### config.mk
export PLATFORM = sky130hd
export DESIGN_NAME = audio_sample_scheduler_flat
export DESIGN_NICKNAME = d
export VERILOG_FILES = /design/src/rtl/audio_sample_scheduler_pkg.sv /design/src/rtl/audio_sample_scheduler_if.sv /design/src/rtl/audio_sample_scheduler_fifo.sv /design/src/rtl/audio_sample_scheduler.sv /design/src/flat_wrapper.sv
export SDC_FILE = /design/constraint.sdc
export NUM_CORES = 1
export LEC_CHECK = 0
export ABC_AREA = 1
export ABC_CLOCK_PERIOD_IN_PS = 8500
export CORE_ASPECT_RATIO = 0.9
export CORE_UTILIZATION = 40
export CTS_CLUSTER_DIAMETER = 120
export CTS_CLUSTER_SIZE = 16
export DETAILED_ROUTE_END_ITERATION = 8
export PLACE_DENSITY = 0.64
export RECOVER_POWER = 100
export SETUP_SLACK_MARGIN = 0.15
export SYNTH_ARGS = -nofsm -noshare
export SYNTH_HDL_FRONTEND = slang
export SYNTH_SLANG_ARGS = --single-unit
### constraint.sdc
create_clock -name clk_pixel -period 8.5 [get_ports clk_pixel]
set_input_delay 0.85 -clock clk_pixel [delete_from_list [all_inputs] [get_ports clk_pixel]]
set_output_delay 0.85 -clock clk_pixel [all_outputs]
set_load 0.005 [all_outputs]
### src/rtl/audio_sample_scheduler_pkg.sv
// -----------------------------------------------------------------------------
// audio_pkg
// Shared types and constants for the HDMI audio sample scheduler.
//   CHANNEL_STATUS_LENGTH   frames in one IEC 60958 channel-status block
//   MAX_SAMPLES_PER_PACKET  sample pairs carried by one audio sample packet
//   audio_pair_t            one stereo pair, each sample MSB-aligned in 24 bits
//   sched_state_t           scheduler FSM states
// -----------------------------------------------------------------------------
package audio_pkg;

    localparam logic [7:0] CHANNEL_STATUS_LENGTH  = 8'd192;
    localparam int         MAX_SAMPLES_PER_PACKET = 4;
    localparam int         WORD_WIDTH             = 24;

    typedef struct packed {
        logic [WORD_WIDTH-1:0] right;
        logic [WORD_WIDTH-1:0] left;
    } audio_pair_t;

    typedef enum logic {
        IDLE = 1'b0,
        RUN  = 1'b1
    } sched_state_t;

endpackage

### src/rtl/audio_sample_scheduler_if.sv
// -----------------------------------------------------------------------------
// audio_sample_scheduler_if
// Groups the sample input, packet-slot request and packet output of the
// scheduler.
//   master : sample source / packet picker side (drives samples and requests)
//   slave  : scheduler side (drives packet contents and status)
// Signals:
//   sample_valid, sample_left, sample_right   one-cycle L/R pair strobe
//   packet_req                                picker offers a packet slot
//   packet_valid                              one-cycle packet strobe
//   frame_counter                             IEC 60958 frame index of lane 0
//   audio_sample_word                         [lane][0]=L, [lane][1]=R, 24-bit
//   audio_sample_word_present                 lanes carrying data
//   fifo_level, overflow                      occupancy and sticky drop flag
// -----------------------------------------------------------------------------
interface audio_sample_scheduler_if #(
    parameter int AUDIO_BIT_WIDTH = 24,
    parameter int FIFO_DEPTH      = 8
);
    logic                         sample_valid;
    logic [AUDIO_BIT_WIDTH-1:0]   sample_left;
    logic [AUDIO_BIT_WIDTH-1:0]   sample_right;
    logic                         packet_req;

    logic                         packet_valid;
    logic [7:0]                   frame_counter;
    logic [3:0][1:0][23:0]        audio_sample_word;
    logic [3:0]                   audio_sample_word_present;
    logic [$clog2(FIFO_DEPTH):0]  fifo_level;
    logic                         overflow;

    modport master (
        output sample_valid, sample_left, sample_right, packet_req,
        input  packet_valid, frame_counter, audio_sample_word,
               audio_sample_word_present, fifo_level, overflow
    );

    modport slave (
        input  sample_valid, sample_left, sample_right, packet_req,
        output packet_valid, frame_counter, audio_sample_word,
               audio_sample_word_present, fifo_level, overflow
    );
endinterface

### src/rtl/audio_sample_scheduler_fifo.sv
// -----------------------------------------------------------------------------
// audio_sample_fifo
// Register-array FIFO of stereo pairs with one write port and a four-entry
// combinational head window, so a whole packet can be popped in one cycle.
//   clk_pixel   clock
//   reset       synchronous active-high reset
//   i_flush     empty the FIFO on the next edge (overrides push/pop)
//   i_push      write i_push_data at the tail
//   i_push_data pair to write
//   i_pop_n     number of entries to drop from the head, 0..4
//   o_head      head window, o_head[0] is the oldest entry
//   o_level     current occupancy
// -----------------------------------------------------------------------------
module audio_sample_fifo
    import audio_pkg::*;
#(
    parameter  int DEPTH = 8,
    localparam int PTR_W = $clog2(DEPTH),
    localparam int LVL_W = PTR_W + 1
) (
    input  logic                 clk_pixel,
    input  logic                 reset,
    input  logic                 i_flush,
    input  logic                 i_push,
    input  audio_pair_t          i_push_data,
    input  logic [2:0]           i_pop_n,
    output audio_pair_t [3:0]    o_head,
    output logic [LVL_W-1:0]     o_level
);

    audio_pair_t      r_mem [DEPTH];
    logic [PTR_W-1:0] r_wr_ptr;
    logic [PTR_W-1:0] r_rd_ptr;
    logic [LVL_W-1:0] r_level;

    // NOTE: storage is not reset; entries are only ever read after being
    // written, and leaving it out of reset keeps it a plain register array.
    always_ff @(posedge clk_pixel) begin
        if (i_push) begin
            r_mem[r_wr_ptr] <= i_push_data;
        end
    end

    // NOTE: sequential state uses non-blocking assignments so every register
    // samples the pre-edge values regardless of statement order.
    always_ff @(posedge clk_pixel) begin
        if (reset || i_flush) begin
            r_wr_ptr <= '0;
            r_rd_ptr <= '0;
            r_level  <= '0;
        end else begin
            r_wr_ptr <= r_wr_ptr + PTR_W'(i_push);
            r_rd_ptr <= r_rd_ptr + PTR_W'(i_pop_n);
            r_level  <= r_level + LVL_W'(i_push) - LVL_W'(i_pop_n);
        end
    end

    // Pointer arithmetic wraps naturally because DEPTH is a power of two.
    for (genvar k = 0; k < MAX_SAMPLES_PER_PACKET; k++) begin : g_head
        assign o_head[k] = r_mem[r_rd_ptr + PTR_W'(k)];
    end

    assign o_level = r_level;

endmodule

### src/rtl/audio_sample_scheduler.sv
// -----------------------------------------------------------------------------
// audio_sample_scheduler
// Buffers stereo sample pairs and, on each audio packet slot offered by the
// packet picker, pops up to four pairs into the registered sample array used
// by the HDMI audio sample packet encoder. Tracks the position within the
// 192-frame IEC 60958 channel-status block.
//   clk_pixel   pixel clock, sole clock
//   reset       synchronous active-high reset
//   enable      0 = flush FIFO, refuse samples, emit no packets
//   bus         audio_sample_scheduler_if slave: samples in, packets out
// -----------------------------------------------------------------------------
module audio_sample_scheduler
    import audio_pkg::*;
#(
    parameter int AUDIO_BIT_WIDTH = 24,
    parameter int FIFO_DEPTH      = 8
) (
    input  logic                      clk_pixel,
    input  logic                      reset,
    input  logic                      enable,
    audio_sample_scheduler_if.slave   bus
);

    localparam int LVL_W = $clog2(FIFO_DEPTH) + 1;
    localparam int PAD_W = WORD_WIDTH - AUDIO_BIT_WIDTH;

    sched_state_t          r_state;
    sched_state_t          w_state_next;
    logic                  w_flush;

    logic [LVL_W-1:0]      w_level;
    logic [2:0]            w_pop_n;
    logic                  w_space;
    logic                  w_push;
    audio_pair_t           w_push_pair;
    audio_pair_t [3:0]     w_head;

    logic [7:0]            r_pos;
    logic [8:0]            w_pos_sum;
    logic [7:0]            w_pos_next;

    logic                  r_packet_valid;
    logic [7:0]            r_frame_counter;
    logic [3:0][1:0][23:0] r_word;
    logic [3:0]            r_present;
    logic                  r_overflow;

    // ---------------- FSM ----------------
    always_ff @(posedge clk_pixel) begin
        if (reset) begin
            r_state <= IDLE;
        end else begin
            r_state <= w_state_next;
        end
    end

    // NOTE: every signal driven here gets a default first so no path leaves
    // it unassigned, which would otherwise infer a latch.
    always_comb begin
        w_state_next = r_state;
        w_flush      = 1'b0;
        case (r_state)
            IDLE: begin
                if (enable) w_state_next = RUN;
                else        w_flush      = 1'b1;
            end
            RUN: begin
                if (!enable) begin
                    w_state_next = IDLE;
                    w_flush      = 1'b1;
                end
            end
            default: w_state_next = IDLE;
        endcase
    end

    // ---------------- Pop / push decisions ----------------
    // Pop count uses the level before this cycle's push; a request while
    // enable is low is ignored.
    always_comb begin
        w_pop_n = '0;
        if (enable && bus.packet_req) begin
            w_pop_n = (w_level >= LVL_W'(MAX_SAMPLES_PER_PACKET)) ? 3'd4 : w_level[2:0];
        end
    end

    // Space is judged after the pop, so a full FIFO still takes a push
    // alongside a non-empty pop.
    assign w_space = (w_level - LVL_W'(w_pop_n)) < LVL_W'(FIFO_DEPTH);
    assign w_push  = enable && bus.sample_valid && w_space;

    // MSB-align each sample into a 24-bit word.
    assign w_push_pair.left  = WORD_WIDTH'(bus.sample_left)  << PAD_W;
    assign w_push_pair.right = WORD_WIDTH'(bus.sample_right) << PAD_W;

    audio_sample_fifo #(
        .DEPTH (FIFO_DEPTH)
    ) u_fifo (
        .clk_pixel   (clk_pixel),
        .reset       (reset),
        .i_flush     (w_flush),
        .i_push      (w_push),
        .i_push_data (w_push_pair),
        .i_pop_n     (w_pop_n),
        .o_head      (w_head),
        .o_level     (w_level)
    );

    // ---------------- Channel-status block position ----------------
    assign w_pos_sum  = {1'b0, r_pos} + 9'(w_pop_n);
    assign w_pos_next = (w_pos_sum >= 9'(CHANNEL_STATUS_LENGTH))
                      ? 8'(w_pos_sum - 9'(CHANNEL_STATUS_LENGTH))
                      : w_pos_sum[7:0];

    // ---------------- Output registers ----------------
    // Packet contents hold until the next packet; only packet_valid pulses.
    always_ff @(posedge clk_pixel) begin
        if (reset) begin
            r_pos           <= '0;
            r_packet_valid  <= 1'b0;
            r_frame_counter <= '0;
            r_word          <= '0;
            r_present       <= '0;
            r_overflow      <= 1'b0;
        end else begin
            r_packet_valid <= 1'b0;
            r_pos          <= w_flush ? 8'd0 : w_pos_next;

            if (w_pop_n != 3'd0) begin
                r_packet_valid  <= 1'b1;
                r_frame_counter <= r_pos;
                for (int i = 0; i < MAX_SAMPLES_PER_PACKET; i++) begin
                    r_present[i]  <= (3'(i) < w_pop_n);
                    r_word[i][0]  <= (3'(i) < w_pop_n) ? w_head[i].left  : 24'd0;
                    r_word[i][1]  <= (3'(i) < w_pop_n) ? w_head[i].right : 24'd0;
                end
            end

            if (enable && bus.sample_valid && !w_space) begin
                r_overflow <= 1'b1;
            end
        end
    end

    assign bus.packet_valid              = r_packet_valid;
    assign bus.frame_counter             = r_frame_counter;
    assign bus.audio_sample_word         = r_word;
    assign bus.audio_sample_word_present = r_present;
    assign bus.fifo_level                = w_level;
    assign bus.overflow                  = r_overflow;

endmodule
### src/flat_wrapper.sv
// flat-port wrapper written by rule: the top's interface ports become plain ports
module audio_sample_scheduler_flat import audio_pkg::*;
#(
    parameter int AUDIO_BIT_WIDTH = 24,
    parameter int FIFO_DEPTH      = 8
)
  (clk_pixel, reset, enable, bus_sample_valid, bus_sample_left, bus_sample_right, bus_packet_req, bus_packet_valid, bus_frame_counter, bus_audio_sample_word, bus_audio_sample_word_present, bus_fifo_level, bus_overflow);
  audio_sample_scheduler_if #(.AUDIO_BIT_WIDTH(AUDIO_BIT_WIDTH), .FIFO_DEPTH(FIFO_DEPTH)) bus_i ();
  input  logic clk_pixel;
  input  logic reset;
  input  logic enable;
  input wire logic [$bits(bus_i.sample_valid)-1:0] bus_sample_valid;
  input wire logic [$bits(bus_i.sample_left)-1:0] bus_sample_left;
  input wire logic [$bits(bus_i.sample_right)-1:0] bus_sample_right;
  input wire logic [$bits(bus_i.packet_req)-1:0] bus_packet_req;
  output wire logic [$bits(bus_i.packet_valid)-1:0] bus_packet_valid;
  output wire logic [$bits(bus_i.frame_counter)-1:0] bus_frame_counter;
  output wire logic [$bits(bus_i.audio_sample_word)-1:0] bus_audio_sample_word;
  output wire logic [$bits(bus_i.audio_sample_word_present)-1:0] bus_audio_sample_word_present;
  output wire logic [$bits(bus_i.fifo_level)-1:0] bus_fifo_level;
  output wire logic [$bits(bus_i.overflow)-1:0] bus_overflow;
  assign bus_i.sample_valid = bus_sample_valid;
  assign bus_i.sample_left = bus_sample_left;
  assign bus_i.sample_right = bus_sample_right;
  assign bus_i.packet_req = bus_packet_req;
  assign bus_packet_valid = bus_i.packet_valid;
  assign bus_frame_counter = bus_i.frame_counter;
  assign bus_audio_sample_word = bus_i.audio_sample_word;
  assign bus_audio_sample_word_present = bus_i.audio_sample_word_present;
  assign bus_fifo_level = bus_i.fifo_level;
  assign bus_overflow = bus_i.overflow;
  audio_sample_scheduler #(.AUDIO_BIT_WIDTH(AUDIO_BIT_WIDTH), .FIFO_DEPTH(FIFO_DEPTH)) u_core (.clk_pixel(clk_pixel), .reset(reset), .enable(enable), .bus(bus_i));
endmodule
==> metrics.txt <==
status=finished, violations left; failing checks=capacitance limit, slew limit; vias in the first global route=22000; distinct cell type count after synthesis=32; Max clock buf depth=3; Yosys reg bits=608; Most used DFF post-synth=edfxtp_1; crit-path max FO=47; switch share=22.7%; Final Hold Slack=0.449 ns; final clock skew=0.0257 ns; final hold vios=0; top-count cell post-synth=nand2_1; Final Worst Setup Slack=1.49 ns; initial cell density of the core=40.4%; Remaining DRCs=0; RSZ-0062 raised after global routing=no; sw power=0.00125 W; sequential fraction of the synthesis area=55.4%; H-tree depth=2; I/O Buffers=262; Root Buffer=clkbuf_16; Final HPWL DP=52.7 mm; FFs w/ async S/R, synth=0%; GP Congestion=0.834; Synth top area share=39.9%; Sum Neg Setup Slack=0 ns; sequential cell area=16000 sq um; vias per inst=5.42; Total Nets Final=3620; total gr overflow=0; Final period util=82.5%; Syn Nets=3530; Worst-Skew Late Latency=0.61 ns; f_max=0.143 GHz; WL/cell=19.7 um; TritonCTS clock tree=done; Chip Height=257 um; Synth area leader=edfxtp_1; wirelength, routed=89.4 mm; CTS Sinks=608; Top-Level Pins=263; P per Cell Area=166 nW/um^2; # fillers=6794; Max-slew headroom=-90.0%; Antenna Nets Post-Route=0; total of max-cap violations=8; share of cells above drive strength 1=2.96%; Worst EP arrival=7.24 ns; area of the multi-input gates=10800 sq um; Mapped Cells=3458; clk slew on worst S/H paths=0.07 ns; class of the worst hold path=reg -> reg; Num CTS Buffers=43; Hold Crit Start=u_core.bus.overflow; DIE WIDTH=285 um; Synth-to-Final Area Change=14.7%; row count=93; CP Class=in -> reg; pin count of the biggest net entering global routing=138; synth warn=0; Synth top cells by count=nand2_1, o21ai_0, edfxtp_1; DRT iter0 DRCs=2345; Worst-Margin Slew=2.84 ns; drt first pass iters=6; Post-synth EDFFs=384; Mean Syn Cell Area=8.36 sq um; sequential share of power=58.2%; Gate power share=5.1%; Internal Power=0.00425 W; critical path data required time=8.73 ns; Overall Global Routing Usage=23.7%; die area=73300 sq um; initial antenna violation count=14; critical path endpoint category=flop; Peak supply drop=0.139 mV; Place WS=2.21 ns; Critical Path Start=enable; Mapped Area=28900 sq um; vias post-DR=24600; first-pass GRT wire length=134 mm; final setup violation count=0; power share of the clock group=36.8%; leading post-synthesis cells by cell area=edfxtp_1, dfxtp_1, nand2_1; CTS Hold Bufs=0; r2r startpoint=u_core.u_fifo.o_level[2]; CP Launch Type=input pin; post-CTS sizing=0; postcts setup bufs=0; Pins Over Slew Limit=245; total leakage power=12.6 nW; core area=71600 sq um; minimum clock period after layout=7.01 ns
## cells in the final DEF (no fill, tap or decap), types with 2 or more instances in the layout
| cell | count |
|---|---|
| nor2_1 | 185 |
| edfxtp_1 | 384 |
| o22ai_1 | 94 |
| buf_4 | 31 |
| nand2_1 | 951 |
| nand4_1 | 39 |
| inv_2 | 8 |
| nand2_2 | 5 |
| o21ai_0 | 493 |
| nand3_1 | 72 |
| o211ai_1 | 53 |
| xor2_1 | 2 |
| clkbuf_16 | 44 |
| inv_1 | 266 |
| a22o_1 | 3 |
| fa_1 | 4 |
| or2_2 | 4 |
| clkbuf_2 | 2 |
| ha_1 | 14 |
| inv_6 | 3 |
| dlygate4sd3_1 | 259 |
| clkbuf_1 | 37 |
| clkdlybuf4s50_1 | 2 |
| xnor2_1 | 4 |
| a21oi_1 | 297 |
| nor2_4 | 2 |
| diode_2 | 2 |
| nor3_1 | 4 |
| dfxtp_1 | 223 |
| o21ai_1 | 88 |
## cell type report
| type | instances | area share, % |
|---|---|---|
| antenna | 2 | 0.0151 |
| timing repair buffer | 298 | 8.68 |
| inverter | 278 | 3.18 |
| sequential | 608 | 48.3 |
| multi-input combinational | 2319 | 32.5 |
| clock inverter | 2 | 0.0755 |
| clock buffer | 78 | 3.70 |
| tap | 950 | 3.58 |
## state kept, by name (all words and copies together), names as in the netlist
register / cells
u_core.bus.overflow: 1
u_core.r_pos: 8
u_core.u_fifo.r_rd_ptr: 3
u_core.bus.frame_counter: 8
u_core.bus.audio_sample_word_present: 4
u_core.u_fifo.r_mem: 384
u_core.u_fifo.r_wr_ptr: 3
u_core.u_fifo.o_level: 4
u_core.bus.audio_sample_word: 192
u_core.bus.packet_valid: 1
## power groups by stage
| stage | logic [W] | clock network, W | registers [W] |
|---|---|---|---|
| final | 0.000279 | 0.00202 | 0.00320 |
| after floorplan | 0.000135 | 0 | 0.00326 |
| after global routing | 0.000307 | 0.00217 | 0.00320 |
| after detailed placement | 0.000293 | 0 | 0.00327 |
| after global placement | 0.000289 | 0 | 0.00327 |
| after CTS | 0.000294 | 0.00207 | 0.00320 |
## metal layers
layer | GRT usage (%) | part of all wire, % | up-vias
met1 | 34.4 | 44 | 11500
met3 | 4.11 | 9.5 | 156
met2 | 36.1 | 44 | 1078
met4 | 6.48 | 2.5 | 14
li1 | - | - | 11900
met5 | 0 | 0.092 | -
## metrics by stage
step,util (%),total power [W],cells,cell area (sq um)
after floorplan,-,0.00340,3458,28900
after global placement,44.7,0.00355,4453,32000
after detailed placement,44.7,0.00356,4453,32000
after CTS,46.5,0.00556,4533,33200
after global routing,46.3,0.00568,4534,33200
final,46.3,0.00550,4535,33200
## critical path, cell delays in order
cell,delay [ns]
dlygate4sd3_1,0.59
nand2_1,0.16
inv_1,0.07
nand2_2,0.05
buf_4,0.61
clkinv_1,0.75
fa_1,0.59
nand2_1,0.09
xor2_1,0.09
nor2_1,0.45
nand2_1,0.24
nor2_1,1.93
buf_4,0.71
## logic make-up after synthesis
logic type	synth area share, %
xor+xnor	0.268
flops	55.4
fa+ha+maj	0.926
compound gates	18.7
buf+inv	7.49
simple gates	17.2
## worst paths after layout
| kind | depth (start not counted) | endpoint | slack, ns |
|---|---|---|---|
| min reg2reg | 2 | u_core.bus.overflow | 0.45 |
| min | 2 | u_core.bus.overflow | 0.45 |
| max reg2reg | 12 | u_core.u_fifo.r_mem[0][6] | 2.00 |
| max | 13 | u_core.u_fifo.r_mem[0][6] | 1.49 |
(Power assumes the default switching activity.)
